<file path="src/rtl/apb_regbank_pkg.sv">
// Shared types and helpers for the apb_regbank APB3 register bank.
package apb_regbank_pkg;

  typedef enum logic [1:0] {
    ST_IDLE,
    ST_WAIT,
    ST_RESP
  } state_e;

  localparam int MIN_NUM_REGS    = 2;
  localparam int MAX_NUM_REGS    = 64;
  localparam int MAX_WAIT_STATES = 15;
  localparam int WAIT_CNT_W      = $clog2(MAX_WAIT_STATES + 1);

  // Number of byte-offset bits below the register index in a byte address.
  function automatic int addr_lsb(input int data_width);
    return (data_width == 8) ? 0 : (data_width == 16) ? 1 : 2;
  endfunction

  function automatic bit params_legal(input int data_width, input int num_regs,
                                      input int wait_states, input int ctrl_bits);
    return ((data_width == 8) || (data_width == 16) || (data_width == 32)) &&
           (num_regs >= MIN_NUM_REGS) && (num_regs <= MAX_NUM_REGS) &&
           (wait_states >= 0) && (wait_states <= MAX_WAIT_STATES) &&
           (ctrl_bits >= 1) && (ctrl_bits <= data_width);
  endfunction

endpackage

</file>
<file path="src/rtl/apb_regbank_ctrl.sv">
// APB3 protocol FSM for apb_regbank: wait-state counter, address decode and
// error flag. Produces the registered pready/pslverr, a write-commit strobe
// and the register index / error of the transfer in progress.
//
// state   | meaning
// IDLE    | no transfer; a setup cycle captures address, direction and data
// WAIT    | access phase, counting down inserted wait states
// RESP    | pready=1; a write commits on the edge that ends this cycle
module apb_regbank_ctrl #(
  parameter int DATA_WIDTH  = 32,
  parameter int ADDR_WIDTH  = 32,
  parameter int NUM_REGS    = 8,
  parameter int WAIT_STATES = 0,
  parameter int IDX_W       = 3
) (
  input  logic                  pclk,
  input  logic                  presetn,
  input  logic                  psel,
  input  logic                  penable,
  input  logic                  pwrite,
  input  logic [ADDR_WIDTH-1:0] paddr,
  input  logic [DATA_WIDTH-1:0] pwdata,
  output logic                  pready,
  output logic                  pslverr,
  output logic                  wr_commit,
  output logic                  rd_load,
  output logic [IDX_W-1:0]      idx,
  output logic                  err,
  output logic [DATA_WIDTH-1:0] wdata
);
  import apb_regbank_pkg::*;

  localparam int BYTES = DATA_WIDTH / 8;
  localparam int LSB   = addr_lsb(DATA_WIDTH);
  localparam logic [ADDR_WIDTH-1:0] LOW_MASK  = ADDR_WIDTH'(BYTES - 1);
  localparam logic [ADDR_WIDTH-1:0] REG_LIMIT = ADDR_WIDTH'(NUM_REGS);
  localparam logic [WAIT_CNT_W-1:0] WAIT_LOAD = WAIT_CNT_W'(WAIT_STATES);

  state_e                  state, nxt;
  logic [WAIT_CNT_W-1:0]   cnt, cnt_nxt;
  logic                    capture;
  logic [ADDR_WIDTH-1:0]   word_addr;
  logic                    live_err;
  logic                    cap_write, cap_err;
  logic [IDX_W-1:0]        cap_idx;
  logic [DATA_WIDTH-1:0]   cap_wdata;
  logic                    cur_write;

  assign word_addr = paddr >> LSB;
  assign live_err  = ((paddr & LOW_MASK) != '0) || (word_addr >= REG_LIMIT);

  // In IDLE the transfer is described by the live bus (setup cycle); after
  // that by what was captured, so reads can be sampled on the way into RESP.
  assign cur_write = (state == ST_IDLE) ? pwrite : cap_write;
  assign err       = (state == ST_IDLE) ? live_err : cap_err;
  assign idx       = (state == ST_IDLE) ? word_addr[IDX_W-1:0] : cap_idx;
  assign wdata     = cap_wdata;

  assign wr_commit = (state == ST_RESP) && cap_write && !cap_err;
  assign rd_load   = (nxt == ST_RESP) && !cur_write;

  // Next-state and wait-counter logic.
  always_comb begin
    nxt     = state;
    cnt_nxt = cnt;
    capture = 1'b0;
    case (state)
      ST_IDLE: begin
        if (psel && !penable) begin
          capture = 1'b1;
          cnt_nxt = WAIT_LOAD;
          nxt     = (WAIT_STATES == 0) ? ST_RESP : ST_WAIT;
        end
      end
      ST_WAIT: begin
        if (!psel) begin
          nxt = ST_IDLE;
        end else if (penable) begin
          cnt_nxt = cnt - 1'b1;
          if (cnt == WAIT_CNT_W'(1)) nxt = ST_RESP;
        end
      end
      ST_RESP: nxt = ST_IDLE;
      default: nxt = ST_IDLE;
    endcase
  end

  // State and counter registers.
  always_ff @(posedge pclk or negedge presetn) begin
    if (!presetn) begin
      state <= ST_IDLE;
      cnt   <= '0;
    end else begin
      state <= nxt;
      cnt   <= cnt_nxt;
    end
  end

  // Transfer capture on the setup cycle.
  always_ff @(posedge pclk or negedge presetn) begin
    if (!presetn) begin
      cap_write <= 1'b0;
      cap_err   <= 1'b0;
      cap_idx   <= '0;
      cap_wdata <= '0;
    end else if (capture) begin
      cap_write <= pwrite;
      cap_err   <= live_err;
      cap_idx   <= word_addr[IDX_W-1:0];
      cap_wdata <= pwdata;
    end
  end

  // Registered handshake outputs, high only for the RESP cycle.
  always_ff @(posedge pclk or negedge presetn) begin
    if (!presetn) begin
      pready  <= 1'b0;
      pslverr <= 1'b0;
    end else begin
      pready  <= (nxt == ST_RESP);
      pslverr <= (nxt == ST_RESP) && err;
    end
  end

endmodule

</file>
<file path="src/rtl/apb_regbank.sv">
// Parametrised APB3 slave register bank. Register 0 is control (CTRL_BITS
// implemented), registers 1..NUM_REGS-1 are full width.
// Optional feature: APB_REGBANK_PSTRB_EN enables per-byte write strobes.
module apb_regbank #(
  parameter int DATA_WIDTH  = 32,
  parameter int ADDR_WIDTH  = 32,
  parameter int NUM_REGS    = 8,
  parameter int CTRL_BITS   = 4,
  parameter int WAIT_STATES = 0
) (
  input  logic                    pclk,
  input  logic                    presetn,
  input  logic                    psel,
  input  logic                    penable,
  input  logic                    pwrite,
  input  logic [ADDR_WIDTH-1:0]   paddr,
  input  logic [DATA_WIDTH-1:0]   pwdata,
  input  logic [DATA_WIDTH/8-1:0] pstrb,
  output logic [DATA_WIDTH-1:0]   prdata,
  output logic                    pready,
  output logic                    pslverr
);
  import apb_regbank_pkg::*;

  localparam int IDX_W  = $clog2(NUM_REGS);
  localparam int STRB_W = DATA_WIDTH / 8;
  localparam logic [DATA_WIDTH-1:0] CTRL_MASK =
    (CTRL_BITS >= DATA_WIDTH) ? {DATA_WIDTH{1'b1}}
                              : DATA_WIDTH'((64'd1 << CTRL_BITS) - 64'd1);

  if (!params_legal(DATA_WIDTH, NUM_REGS, WAIT_STATES, CTRL_BITS)) begin : g_bad_params
    $error("apb_regbank: illegal parameter combination");
  end

  logic                  wr_commit;
  logic                  rd_load;
  logic [IDX_W-1:0]      idx;
  logic                  err;
  logic [DATA_WIDTH-1:0] wdata;
  logic [DATA_WIDTH-1:0] lane_mask;
  logic [DATA_WIDTH-1:0] rd_regs [NUM_REGS];

  apb_regbank_ctrl #(
    .DATA_WIDTH (DATA_WIDTH),
    .ADDR_WIDTH (ADDR_WIDTH),
    .NUM_REGS   (NUM_REGS),
    .WAIT_STATES(WAIT_STATES),
    .IDX_W      (IDX_W)
  ) u_ctrl (
    .pclk     (pclk),
    .presetn  (presetn),
    .psel     (psel),
    .penable  (penable),
    .pwrite   (pwrite),
    .paddr    (paddr),
    .pwdata   (pwdata),
    .pready   (pready),
    .pslverr  (pslverr),
    .wr_commit(wr_commit),
    .rd_load  (rd_load),
    .idx      (idx),
    .err      (err),
    .wdata    (wdata)
  );

`ifdef APB_REGBANK_PSTRB_EN
  // Expand byte strobes into a bit mask; the strobes are taken from the RESP
  // cycle, where the master must still hold them.
  always_comb begin
    lane_mask = '0;
    for (int b = 0; b < STRB_W; b++) begin
      lane_mask[b*8 +: 8] = {8{pstrb[b]}};
    end
  end
`else
  logic unused_pstrb;
  assign unused_pstrb = ^pstrb;
  assign lane_mask    = '1;
`endif

  for (genvar i = 0; i < NUM_REGS; i++) begin : g_reg
    localparam logic [DATA_WIDTH-1:0] KEEP = (i == 0) ? CTRL_MASK : {DATA_WIDTH{1'b1}};
    logic [DATA_WIDTH-1:0] q;
    logic [DATA_WIDTH-1:0] wmask;
    assign wmask      = lane_mask & KEEP;
    assign rd_regs[i] = q;

    // Register storage: masked update when the committing write targets it.
    always_ff @(posedge pclk or negedge presetn) begin
      if (!presetn) begin
        q <= '0;
      end else if (wr_commit && (idx == IDX_W'(i))) begin
        q <= (q & ~wmask) | (wdata & wmask);
      end
    end
  end

  // Read data is sampled on entry to RESP and forced to zero otherwise.
  always_ff @(posedge pclk or negedge presetn) begin
    if (!presetn) begin
      prdata <= '0;
    end else if (rd_load && !err) begin
      prdata <= rd_regs[idx];
    end else begin
      prdata <= '0;
    end
  end

endmodule

</file>
<file path="config.mk">
export PLATFORM = sky130hd
export DESIGN_NAME = apb_regbank
export DESIGN_NICKNAME = d
export VERILOG_FILES = /design/src/rtl/apb_regbank_pkg.sv /design/src/rtl/apb_regbank_ctrl.sv /design/src/rtl/apb_regbank.sv
export SDC_FILE = /design/constraint.sdc
export NUM_CORES = 1
export LEC_CHECK = 0
export BUFFER_PORTS_ARGS = -buffer_cell sky130_fd_sc_hd__buf_2
export CAP_MARGIN = 20
export CELL_PAD_IN_SITES_DETAIL_PLACEMENT = 1
export CELL_PAD_IN_SITES_GLOBAL_PLACEMENT = 1
export CORE_MARGIN = 2
export CORE_UTILIZATION = 30
export DETAILED_ROUTE_END_ITERATION = 10
export GPL_TIMING_DRIVEN = 0
export PLACE_DENSITY_LB_ADDON = 0.1
export SYNTH_ARGS = -nofsm -noshare
export SYNTH_HDL_FRONTEND = slang
export SYNTH_SLANG_ARGS = --single-unit
</file>
<file path="constraint.sdc">
create_clock -name pclk -period 2.2 [get_ports pclk]
set_input_delay 0.22 -clock pclk [delete_from_list [all_inputs] [get_ports pclk]]
set_output_delay 0.22 -clock pclk [all_outputs]
set_load 0.005 [all_outputs]
</file>
Yosys cells after proc, flatten, opt, wreduce, memory -nomap -nowiden --
Index checks and enable logic that the tools add are counted.
Operators by class: muxes and demuxes 18, bitwise operators 2, $lt $le $gt $ge 2, reduce and logical (&&, ||, !) cells 24, add/subtract/negate cells 1, equal/unequal tests 14
Operator list (number):
- $bmux W32 S3 | 1
- $mux W32 | 3
- $or A32 B4 Y32 | 1
- $reduce_bool A32 Y1 | 1
- $ge A30 B4 Y1 const B | 1
- $logic_and A1 B1 Y1 | 14
- $eq A3 B3 Y1 const B | 4
- $mux W4 | 3
- $mux W2 | 4
- $pmux W4 S2 | 1
- $eq A3 B2 Y1 const B | 2
- $ne A2 B2 Y1 const B | 3
- $eq A2 B2 Y1 const B | 2
- $eq A4 B1 Y1 const B | 1
- $ge A4 B4 Y1 const B | 1
- $logic_not A1 Y1 | 4
- $mux W1 | 4
- $not A3 Y4 | 1
- $pmux W2 S2 | 1
- $reduce_and A4 Y1 | 1
- $sub A4 B1 Y4 const B | 1
- $eq A3 B1 Y1 const B | 1
- $logic_not A3 Y1 | 1
- $mux W3 | 1
- 4 further kinds | 4
Storage, ports and cells: input bits 73, word-level logic and storage cells 78, output and inout bits 34, flip-flop bits (word level) 333

Longest topological paths before layout --
word-level depth 9, mapped depth 8, gate-level depth less buffers 6

Cells and area by module --
A second synthesis with hierarchy kept.
Second synthesis, totals: cells, all modules 865, area total of the unflattened synthesis 13346.6 um^2
By module, submodules not included:
- apb_regbank | cells each 717, instances 1, seq. area each 6506.2 um^2, area an instance 11277.1 um^2
- apb_regbank_ctrl | cells each 148, instances 1, seq. area each 1126.1 um^2, area an instance 2069.5 um^2

Least setup slack after synthesis --
Ideal clock, no wire load.
path type register to register, start reg u_ctrl.state[0], end reg prdata[28], data required time 2.064 ns, path slack 0.059 ns, arrival time 2.005 ns, setup time 0.136 ns, path buffers 3, period minus slack after synthesis 2.141 ns, cell stages (with the launch flop) 9, path through dfrtp_1 > or2_1 > buf_4 > mux2i_4 > buf_4 > buf_2 > mux2_2 > a22oi_1 > a21oi_1
Between the ends: cells in the longest elaborated chain, start to end 8, elaborated cells between the ends (all ways) 20, those cells by class 2 x eq/ne; 12 x mux; 1 x bitwise; 5 x reduce/logical
RTL lines:
- start: declaration | line apb_regbank_ctrl.sv:39 | state_e state, nxt;
- start signal: assignment | line apb_regbank_ctrl.sv:94 | state <= nxt;
- $mux W2 | line apb_regbank_ctrl.sv:80 | if (cnt == WAIT_CNT_W'(1)) nxt = ST_RESP;
- $mux W2 | line apb_regbank_ctrl.sv:78 | end else if (penable) begin
- $mux W2 | line apb_regbank_ctrl.sv:76 | if (!psel) begin
- $pmux W2 S2 | line apb_regbank_ctrl.sv:67 | case (state)
- $eq A2 B2 Y1 | line apb_regbank_ctrl.sv:60 | assign rd_load = (nxt == ST_RESP) && !cur_write;
- $logic_and A1 B1 Y1 | line apb_regbank_ctrl.sv:60
- $logic_and A1 B1 Y1 | line apb_regbank.sv:102 | end else if (rd_load && !err) begin
- $mux W32 (*) | line apb_regbank.sv:102
- end signal: assignment | line apb_regbank.sv:103 | prdata <= rd_regs[idx];
- end: declaration | line apb_regbank.sv:19 | output logic [DATA_WIDTH-1:0] prdata,
Mark *: on every way between the ends. The rest lies on a longest branch, timed or not. The select of a mux whose other input is x is not followed. A chain may end at the register's enable or synchronous reset.

Final worst setup path --
start reg u_ctrl.state[1], end reg prdata[27]
Same word-level chain as after synthesis.

==> qor.yml <==
critical_path:
  reg2reg_to: "prdata[27]"
  critical_path.max_fanout: 10
  end_kind: "flop"
  crit_type: "reg2reg"
  worst-r2r-cell-count: 8
  reg2reg_slack_ns: -0.10
  endpoint: "prdata[27]"
  cp.arrival_ns: 2.71
  timing.rr.start: "u_ctrl.state[1]"
  cp-startpoint: "u_ctrl.state[1]"
  critPathRequiredTime_ns: 2.60
  startpoint_type: "flop"
sta:
  skew_ns: 0.0173
  holdWs_ns: 0.0794
  fmax_mhz: 435
  worst_pin_slew_ns: 0.591
  final.period_utilization_pct: 105
  finalHoldViolCount: 0
  rsz0062_at_grt: "yes"
  timing.final.ws_setup_ns: -0.101
  slew_headroom_pct: 60.6
  min_period_ns: 2.30
  fin_setup_tns_ns: -5.75
  finalMaxSlewViolations: 0
  setup_viol: 122
place:
  place_congestion: 0.711
  placed_cells: 1583
  dp_hpwl_mm: 22.0
  io_buffers: 102
clock_network:
  cts.sinks: 305
  cts.clk_slew.worst_paths_ns: 0.06
  cts-root-buf: "clkbuf_16"
  cts_buffers: 37
  clock_latency_ns: 0.55
  clockBufferDepth: 3
  cts_tree: "done"
  htreeDepth: 2
synthesis:
  synth.avg_cell_area_um2: 14.7
  ys.flop_type: "dfrtp_1"
  yosysSeqAreaShare_pct: 58.2
  yosysWarnings: 0
  synthesis.nets: 968
  yosys_register_bits: 305
  synth_edf_count: 0
  syn_area_um2: 13100
  synth_cell_type_count: 38
  synth_cells: 893
  synthArstFlopShare_pct: 100
global_routing:
  grt_use_total_pct: 17.0
  grt_max_degree: 110
  grt_pass1_wl_mm: 56.9
  grt_pass1_vias: 9092
  antenna_found_initial: 0
  overflow: 0
route:
  viasPerCell: 4.76
  drc_errors: 0
  num_vias: 8203
  routed_wl_mm: 37.3
  first_pass_iters: 4
  ant_nets: 0
  drt_iter0_markers: 318
  wl_per_cell_um: 21.7
layout:
  area_growth_pct: 33.5
  final_util_pct: 40.6
  instances_no_fill: 1722
  antenna_cells: 0
  drive_above_1_share_pct: 60.2
  fill_cells: 4329
  nets: 1185
power_and_ir_drop:
  p_per_area_nw_per_um2: 765
  power.total_mw: 13.4
  combPwrFrac_pct: 9.2
  vdd_drop_max_mv: 0.374
  power.switching_mw: 3.38
  internal-power_mw: 10.0
  power_leakage_nw: 8.31
  clock_power_share_pct: 45.0
  p_sw_share_pct: 25.2
  pwr-share-seq_pct: 45.7
run_status:
  status: "complete, but fails checks"
  failed_checks: "setup timing"
floorplanning:
  floorplan.initialDensity_pct: 30.4
  dieArea_um2: 45400
  num_rows: 76
  core_area_um2: 43100
  io-pin-count: 107
  die_w_um: 213
  die_height_um: 213
worst_hold_path:
  hold_path_class: "in2reg"
flow_run:
  max_cap_viol_count: 0
logic make-up after synthesis:
logic type	count (synthesis)	synth area share, %
compound gates	108	5.82
mux	365	31.3
xor+xnor	2	0.134
buf+inv	58	2.19
flops	305	58.2
fa+ha+maj	2	0.191
simple gates	53	2.19
area by class of cell:
type                    count  area [µm²]  area share (%)
plain buffers              51         642            3.67
clock buffers              62        1160            6.64
clock inverters             4        30.0           0.172
inverters                   5        18.8           0.107
multi-input cells         530        5790            33.1
flip-flops and latches    305        7630            43.6
well taps                 585         732            4.18
repair buffers            180        1500            8.57
layout by cell type (no fill, tap or decap), types with 14 or more instances in the layout:
| cell | count |
|---|---|
| buf_12 | 22 |
| clkbuf_16 | 45 |
| mux2_4 | 27 |
| a21oi_2 | 19 |
| clkbuf_1 | 14 |
| dlygate4sd3_1 | 37 |
| mux2_2 | 319 |
| buf_4 | 33 |
| buf_2 | 104 |
| a22oi_2 | 43 |
| mux2i_1 | 14 |
| dfrtp_1 | 303 |
metal layers:
layer | vias to the layer above | wire (µm) | track usage, % | share of wire [%]
met5 | - | 0 | 0 | 0
met4 | 0 | 848 | 5.55 | 2.3
met3 | 51 | 1080 | 2.38 | 2.9
met2 | 103 | 17800 | 27.9 | 48
met1 | 4306 | 17700 | 23.1 | 47
li1 | 3743 | - | - | -
state kept, by name, summed over array words and instances, names as in the netlist:
register          count
g.q                 228
prdata               32
u_ctrl.wdata         32
u_ctrl.cnt            4
u_ctrl.cap_idx        3
u_ctrl.state          2
u_ctrl.cap_err        1
u_ctrl.cap_write      1
u_ctrl.pready         1
u_ctrl.pslverr        1
stage by stage:
step                setup WS (ns)  cell area [µm²]
finish                     -0.101            17500
global route               -0.197            17500
CTS                        -0.103            17100
detailed placement         -0.998            14400
global placement            -5.53            14400
floorplan                  0.0591            13100
power groups by stage:
stage	Clock (mW)	Combinational [mW]	Sequential, mW
after detailed placement	0	0.898	6.22
after global routing	6.45	1.34	6.18
after floorplan	0	0.487	6.08
final	6.03	1.23	6.13
after CTS	6.26	1.21	6.13
after global placement	0	0.870	6.22
worst min path at each step:
stage / start / end / slack, ns / cells after the start
floorplan: presetn / g_reg[0].q[0] / -0.08 / 0
global placement: pwdata[1] / u_ctrl.wdata[1] / 0.45 / 2
detailed placement: presetn / u_ctrl.pready / 0.32 / 2
CTS: penable / u_ctrl.cnt[3] / 0.05 / 4
global route: penable / u_ctrl.cnt[2] / 0.12 / 4
finish: penable / u_ctrl.cnt[3] / 0.08 / 4
critical path, cell delays in order, from the launching register on:
cell and delay, ns:
dfrtp_2 0.44, or2_1 0.23, buf_6 0.15, mux2i_4 0.31, buf_12 0.22, buf_12 0.16
mux2_2 0.35, a22oi_2 0.19, a21oi_1 0.10
cells in the mapped netlist (2+ instances only):
cell       count  area share [%]
nor3_1         4            0.15
nand3_1        5            0.19
o21ai_0        4            0.15
buf_1          3           0.086
buf_2         32             1.2
nor2_1        11            0.31
mux2i_1       16             1.2
nand4_1        3            0.14
a211oi_1       4            0.23
xor2_1         2            0.13
mux2_1         6            0.52
a22oi_1       56             3.2
clkbuf_1      10            0.29
nor4b_1        2            0.13
mux2_2       342              29
nand2_1        8            0.23
a21o_1         2            0.11
nor2b_1        6            0.29
inv_1          5            0.14
buf_4          8            0.46
nor4_1         6            0.29
a22o_1         6            0.40
a21oi_1       29             1.1
ha_1           2            0.19
a2111oi_2      4            0.46
dfrtp_1      305              58
repair_timing:
action | 4_1_cts | 5_1_grt
resized for setup | 204 | 46
hold buffers | 37 | 0
hold endpoints to repair | 143 | 0
cloned | 4 | 5
pin swaps | 25 | 9
endpoints found under the setup margin | 293 | 208
setup buffers | 21 | 8
(Power assumes the default switching activity.)
